## src/rtl/lot_pkg.sv

```systemverilog
// lot_pkg: gate state encoding and default sizing shared by the lot entry/exit controllers
package lot_pkg;
  localparam logic [1:0] ST_IDLE    = 2'd0;
  localparam logic [1:0] ST_OPEN    = 2'd1;
  localparam logic [1:0] ST_CLOSING = 2'd2;
  localparam int DEF_CAPACITY     = 8;
  localparam int DEF_CW           = 4;
  localparam int DEF_OPEN_CYCLES  = 16;
  localparam int DEF_CLOSE_CYCLES = 4;
endpackage

```

## src/rtl/lot_gate_ctrl_if.sv

```systemverilog
// lot_gate_ctrl_if: sensor pulses in, barrier command and occupancy status out
interface lot_gate_ctrl_if
  import lot_pkg::*;
#(
  parameter int CW = DEF_CW
) ();
  logic          req;
  logic          entry_done;
  logic          exit_done;
  logic          gate_open;
  logic          full;
  logic          empty;
  logic [CW-1:0] count;
  logic          err;
  modport master (output req, entry_done, exit_done, input gate_open, full, empty, count, err);
  modport slave  (input req, entry_done, exit_done, output gate_open, full, empty, count, err);
endinterface

```

## src/rtl/lot_occupancy.sv

```systemverilog
// lot_occupancy: saturating up/down car counter with over/underflow strobe
module lot_occupancy
  import lot_pkg::*;
#(
  parameter int CAPACITY = DEF_CAPACITY,
  parameter int CW       = DEF_CW
) (
  input  logic          clk,
  input  logic          reset,
  input  logic          in_i,
  input  logic          out_i,
  output logic [CW-1:0] count_o,
  output logic          full_o,
  output logic          empty_o,
  output logic          ovf_o
);
  logic [CW-1:0] count_q, count_d;
  logic          up, dn;
  assign full_o  = count_q == CW'(CAPACITY);
  assign empty_o = count_q == '0;
  assign up      = in_i && !out_i;
  assign dn      = out_i && !in_i;
  assign ovf_o   = (up && full_o) || (dn && empty_o);
  assign count_o = count_q;
  always_comb begin
    count_d = (up && !full_o) ? count_q + 1'b1 : (dn && !empty_o) ? count_q - 1'b1 : count_q;
  end
  always_ff @(posedge clk) begin
    if (reset) count_q <= '0;
    else       count_q <= count_d;
  end
endmodule

```

## src/rtl/lot_gate_ctrl.sv

```systemverilog
// lot_gate_ctrl: entry barrier sequencer (IDLE/OPEN/CLOSING) with occupancy tracking
module lot_gate_ctrl
  import lot_pkg::*;
#(
  parameter int CAPACITY     = DEF_CAPACITY,
  parameter int CW           = DEF_CW,
  parameter int OPEN_CYCLES  = DEF_OPEN_CYCLES,
  parameter int CLOSE_CYCLES = DEF_CLOSE_CYCLES
) (
  input logic             clk,
  input logic             reset,
  lot_gate_ctrl_if.slave  bus
);
  localparam int TW = $clog2(OPEN_CYCLES > CLOSE_CYCLES ? OPEN_CYCLES : CLOSE_CYCLES);
  logic [1:0]    state_q, state_d;
  logic [TW-1:0] timer_q, timer_d;
  logic          gate_open_q, err_q, err_d, ovf;
  lot_occupancy #(.CAPACITY(CAPACITY), .CW(CW)) u_occ (
    .clk     (clk),
    .reset   (reset),
    .in_i    (bus.entry_done),
    .out_i   (bus.exit_done),
    .count_o (bus.count),
    .full_o  (bus.full),
    .empty_o (bus.empty),
    .ovf_o   (ovf)
  );
  always_comb begin
    state_d = state_q;
    timer_d = timer_q + 1'b1;
    if (state_q == ST_IDLE) begin
      timer_d = '0;
      if (bus.req && !bus.full) state_d = ST_OPEN;
    end else if (state_q == ST_OPEN) begin
      if (bus.entry_done || timer_q == TW'(OPEN_CYCLES - 1)) begin
        state_d = ST_CLOSING;
        timer_d = '0;
      end
    end else if (timer_q == TW'(CLOSE_CYCLES - 1)) begin
      state_d = ST_IDLE;
      timer_d = '0;
    end
  end
  // a passage seen outside OPEN is tailgating or a sensor fault
  assign err_d = err_q || ovf || (bus.entry_done && state_q != ST_OPEN);
  always_ff @(posedge clk) begin
    if (reset) begin
      state_q     <= ST_IDLE;
      timer_q     <= '0;
      gate_open_q <= 1'b0;
      err_q       <= 1'b0;
    end else begin
      state_q     <= state_d;
      timer_q     <= timer_d;
      gate_open_q <= state_d == ST_OPEN;
      err_q       <= err_d;
    end
  end
  assign bus.gate_open = gate_open_q;
  assign bus.err       = err_q;
endmodule

```

## src/flat_wrapper.sv

```systemverilog
// flat-port wrapper written by rule: the top's interface ports become plain ports
module lot_gate_ctrl_flat import lot_pkg::*;
#(
  parameter int CAPACITY     = DEF_CAPACITY,
  parameter int CW           = DEF_CW,
  parameter int OPEN_CYCLES  = DEF_OPEN_CYCLES,
  parameter int CLOSE_CYCLES = DEF_CLOSE_CYCLES
)
  (clk, reset, bus_req, bus_entry_done, bus_exit_done, bus_gate_open, bus_full, bus_empty, bus_count, bus_err);
  lot_gate_ctrl_if #(.CW(CW)) bus_i ();
  input logic clk;
  input logic reset;
  input wire logic [$bits(bus_i.req)-1:0] bus_req;
  input wire logic [$bits(bus_i.entry_done)-1:0] bus_entry_done;
  input wire logic [$bits(bus_i.exit_done)-1:0] bus_exit_done;
  output wire logic [$bits(bus_i.gate_open)-1:0] bus_gate_open;
  output wire logic [$bits(bus_i.full)-1:0] bus_full;
  output wire logic [$bits(bus_i.empty)-1:0] bus_empty;
  output wire logic [$bits(bus_i.count)-1:0] bus_count;
  output wire logic [$bits(bus_i.err)-1:0] bus_err;
  assign bus_i.req = bus_req;
  assign bus_i.entry_done = bus_entry_done;
  assign bus_i.exit_done = bus_exit_done;
  assign bus_gate_open = bus_i.gate_open;
  assign bus_full = bus_i.full;
  assign bus_empty = bus_i.empty;
  assign bus_count = bus_i.count;
  assign bus_err = bus_i.err;
  lot_gate_ctrl #(.CAPACITY(CAPACITY), .CW(CW), .OPEN_CYCLES(OPEN_CYCLES), .CLOSE_CYCLES(CLOSE_CYCLES)) u_core (.clk(clk), .reset(reset), .bus(bus_i));
endmodule
```

## config.mk

```make
export PLATFORM = sky130hd
export DESIGN_NAME = lot_gate_ctrl_flat
export DESIGN_NICKNAME = d
export VERILOG_FILES = /design/src/rtl/lot_pkg.sv /design/src/rtl/lot_gate_ctrl_if.sv /design/src/rtl/lot_occupancy.sv /design/src/rtl/lot_gate_ctrl.sv /design/src/flat_wrapper.sv
export SDC_FILE = /design/constraint.sdc
export NUM_CORES = 1
export LEC_CHECK = 0
export ABC_CLOCK_PERIOD_IN_PS = 2200
export BUFFER_PORTS_ARGS = -buffer_cell sky130_fd_sc_hd__buf_2
export CORE_MARGIN = 2
export CORE_UTILIZATION = 34
export DETAILED_ROUTE_END_ITERATION = 10
export HOLD_SLACK_MARGIN = 0.03
export SLEW_MARGIN = 40
export SYNTH_ARGS = -nofsm -noshare
export SYNTH_HDL_FRONTEND = slang
export SYNTH_SLANG_ARGS = --single-unit
```

## constraint.sdc

```tcl
create_clock -name clk -period 2.2 [get_ports clk]
set_clock_uncertainty 0.05 [all_clocks]
set_input_delay 0.22 -clock clk [delete_from_list [all_inputs] [get_ports clk]]
set_output_delay 0.22 -clock clk [all_outputs]
set_load 0.01 [all_outputs]
```

==> metrics.txt <==
Reg clk slew, reported paths 80 ps; Remaining DRCs 0; Most used DFF post-synth dfxtp_1; die width 47.4 um; part of the power in the clock network 24.2%; P_int 487 uW; Critical Path AT 2100 ps; Synth area leaders dfxtp_1 38%, ha_1 5.9%, nor2_1 5.9%, xnor2_1 5.5%, nand2b_1 3.9%; Wirelength per Cell 10.3 um; Starting Density 36.7%; Hold Fails Final Rpt 0; startpoint types flop; number of global-route vias before repair 459; min cycle time layout 1930 ps; share of cells above drive strength 1 28.7%; n_diodes 0; critical path launch point u_core.u_occ.count_o[1]; Hold WC Path Type input port to flop; Worst Hold Launch reset; Mapped Avg Cell Area 9.28 sq um; Peak Freq 517 MHz; first-pass GRT wire length 1.90 mm; kind of critical path flop to flop; CTS Buf Count 3; Area Growth Syn to Fin 23.2%; DPL Wire Length 890 um; Slew HR 69.6%; switching portion of total power 32.4%; Core Box Area 1750 sq um; Leak 0.000338 uW; async set or reset register ratio after synthesis 0%; CTS root buf clkbuf_4; worst skew pair latency 270 ps; outcome completed; Switch Pwr 233 uW; Detailed Route Iter0 Violations 0; synth unique cells 30; Max Cap Viol 0; Total Routed Length 1.15 mm; Worst setup EP type flop; drt pass-1 iters 1; Cell Pwr Density 912 nW/um^2; leading cell types by count after synthesis 12 x dfxtp_1, 10 x nor2_1, 4 x inv_1, 4 x nand2b_1, 4 x xnor2_1; Final setup viols 0; Hold Buf Count CTS 0; Seq cells post-synth 12; combinational power share 36.8%; Row Count 15; Final Power 720 uW; Seq pwr share 39.0%; area leader, netlist dfxtp_1; Setup TNS 0 ps; via/cell ratio 4.64; number of routed nets with antenna violations 0; WP data required 2360 ps; Max Fanout on Critical Path 3; grt ovf 0; I/O pin count 13; largest net degree at the start of global routing 9; Die H 47.4 um; RSZ-0062 raised after global routing false; Max clock buf depth 2; most common cell in the netlist dfxtp_1; CTS tree built; Slew Viols, Final 0; EDFF count, synth 0; yosys warns 0; Total GRT Usage 12.4%; Reg-to-Reg Start u_core.u_occ.count_o[1]; routed via count 520; nets 97; post-synthesis sequential area ratio 37.5%; Final period util 87.9%; syn nets 78; Die ar. 2250 sq um; share of the synthesized area in the top cell type 37.5%; maximum vdd drop 0.508 mV; Post-Syn Instances 69; total clock sinks 12; Worst-Margin Slew 451 ps; GP Congestion 0.796; synthesized area 641 sq um; I/O Buffers 12; antenna violations before repair 0; H-Tree Level Count 1
==> cell type report <==
type | instances | area [sq um]
clock buffer | 4 | 36.3
fill | 187 | 956
inverter | 4 | 15.0
multi-input combinational | 51 | 377
sequential | 12 | 240
tap | 25 | 31.3
timing repair buffer | 16 | 90.1
==> cells in the final DEF (no fill, tap or decap), types with 3 or more instances in the layout <==
master | synthesis | layout
ha_1 | 3 | 3
dfxtp_1 | 12 | 12
nand2_1 | 3 | 3
buf_4 | 0 | 4
nor2_1 | 10 | 10
nand2b_1 | 4 | 4
a21oi_1 | 3 | 3
buf_2 | 1 | 12
inv_1 | 4 | 4
clkbuf_4 | 0 | 3
xnor2_1 | 4 | 4
==> timing repair <==
item,CTS,global route
gates resized for setup,0,0
setup endpoints to repair,0,1
setup buffers,0,1
==> power by group through the flow <==
| stage | combinational [uW] | clock, uW | sequential [uW] |
|---|---|---|---|
| floorplan | 165 | 0 | 297 |
| global placement | 254 | 0 | 284 |
| detailed placement | 255 | 0 | 286 |
| CTS | 256 | 180 | 281 |
| global route | 300 | 188 | 286 |
| finish | 265 | 174 | 280 |
==> sequential cells by signal, summed over array words and instances (netlist names) <==
register and flops:
u_core.bus.gate_open 1, u_core.u_occ.count_o 4, u_core.timer_q 4, u_core.state_q 2
u_core.bus.err 1
==> kinds of logic (layout without fill, tap and decap cells) <==
family / Yosys count / after routing / share of synthesized area [%]
AOI/OAI and AO/OA: 13 / 13 / 14.6
xor gates and xnor gates: 5 / 5 / 6.84
adders and majority gates: 4 / 4 / 8.99
buffers and inverters: 6 / 24 / 3.71
DFF: 12 / 12 / 37.5
muxes: 2 / 2 / 5.08
and+or+nand+nor: 27 / 27 / 23.2
==> critical path: stages (launching register included) <==
cell      delay [ps]
dfxtp_1          340
nor3_4           200
nand2_1          120
nand2b_1         170
ha_1             250
a21o_2           210
a21oi_1          150
mux4_2           300
nor2_1            90
==> per-stage QoR <==
stage          hold slack [ps]  cell area, sq um  setup WS, ps  instances  util [%]
6_report                   172               790           266        112      45.2
4_1_cts                    169               782           134        111      44.8
2_1_floorplan              368               641           245         69         -
3_5_place_dp               389               746           147        107      42.7
3_3_place_gp               383               746           183        107      42.7
5_1_grt                    191               790          76.7        112      45.2
==> worst paths after layout <==
kind | end | slack (ps) | cells past startpoint
worst max-delay path | u_core.u_occ.count_o[3] | 270 | 8
worst min-delay path | u_core.u_occ.count_o[1] | 170 | 2
worst max register to register | u_core.u_occ.count_o[3] | 270 | 8
worst min register to register | u_core.timer_q[0] | 400 | 1
==> layer usage <==
| metal | routed length (um) | vias to the layer above | track usage, % | part of all wire, % |
|---|---|---|---|---|
| li1 | - | 277 | - | - |
| met1 | 598 | 231 | 16.7 | 52 |
| met2 | 468 | 10 | 16.8 | 41 |
| met3 | 75 | 2 | 5.00 | 6.5 |
| met4 | 10 | 0 | 6.67 | 0.87 |
| met5 | 0 | - | 0 | 0 |
No activity file was read; power rests on OpenSTA's default activity.
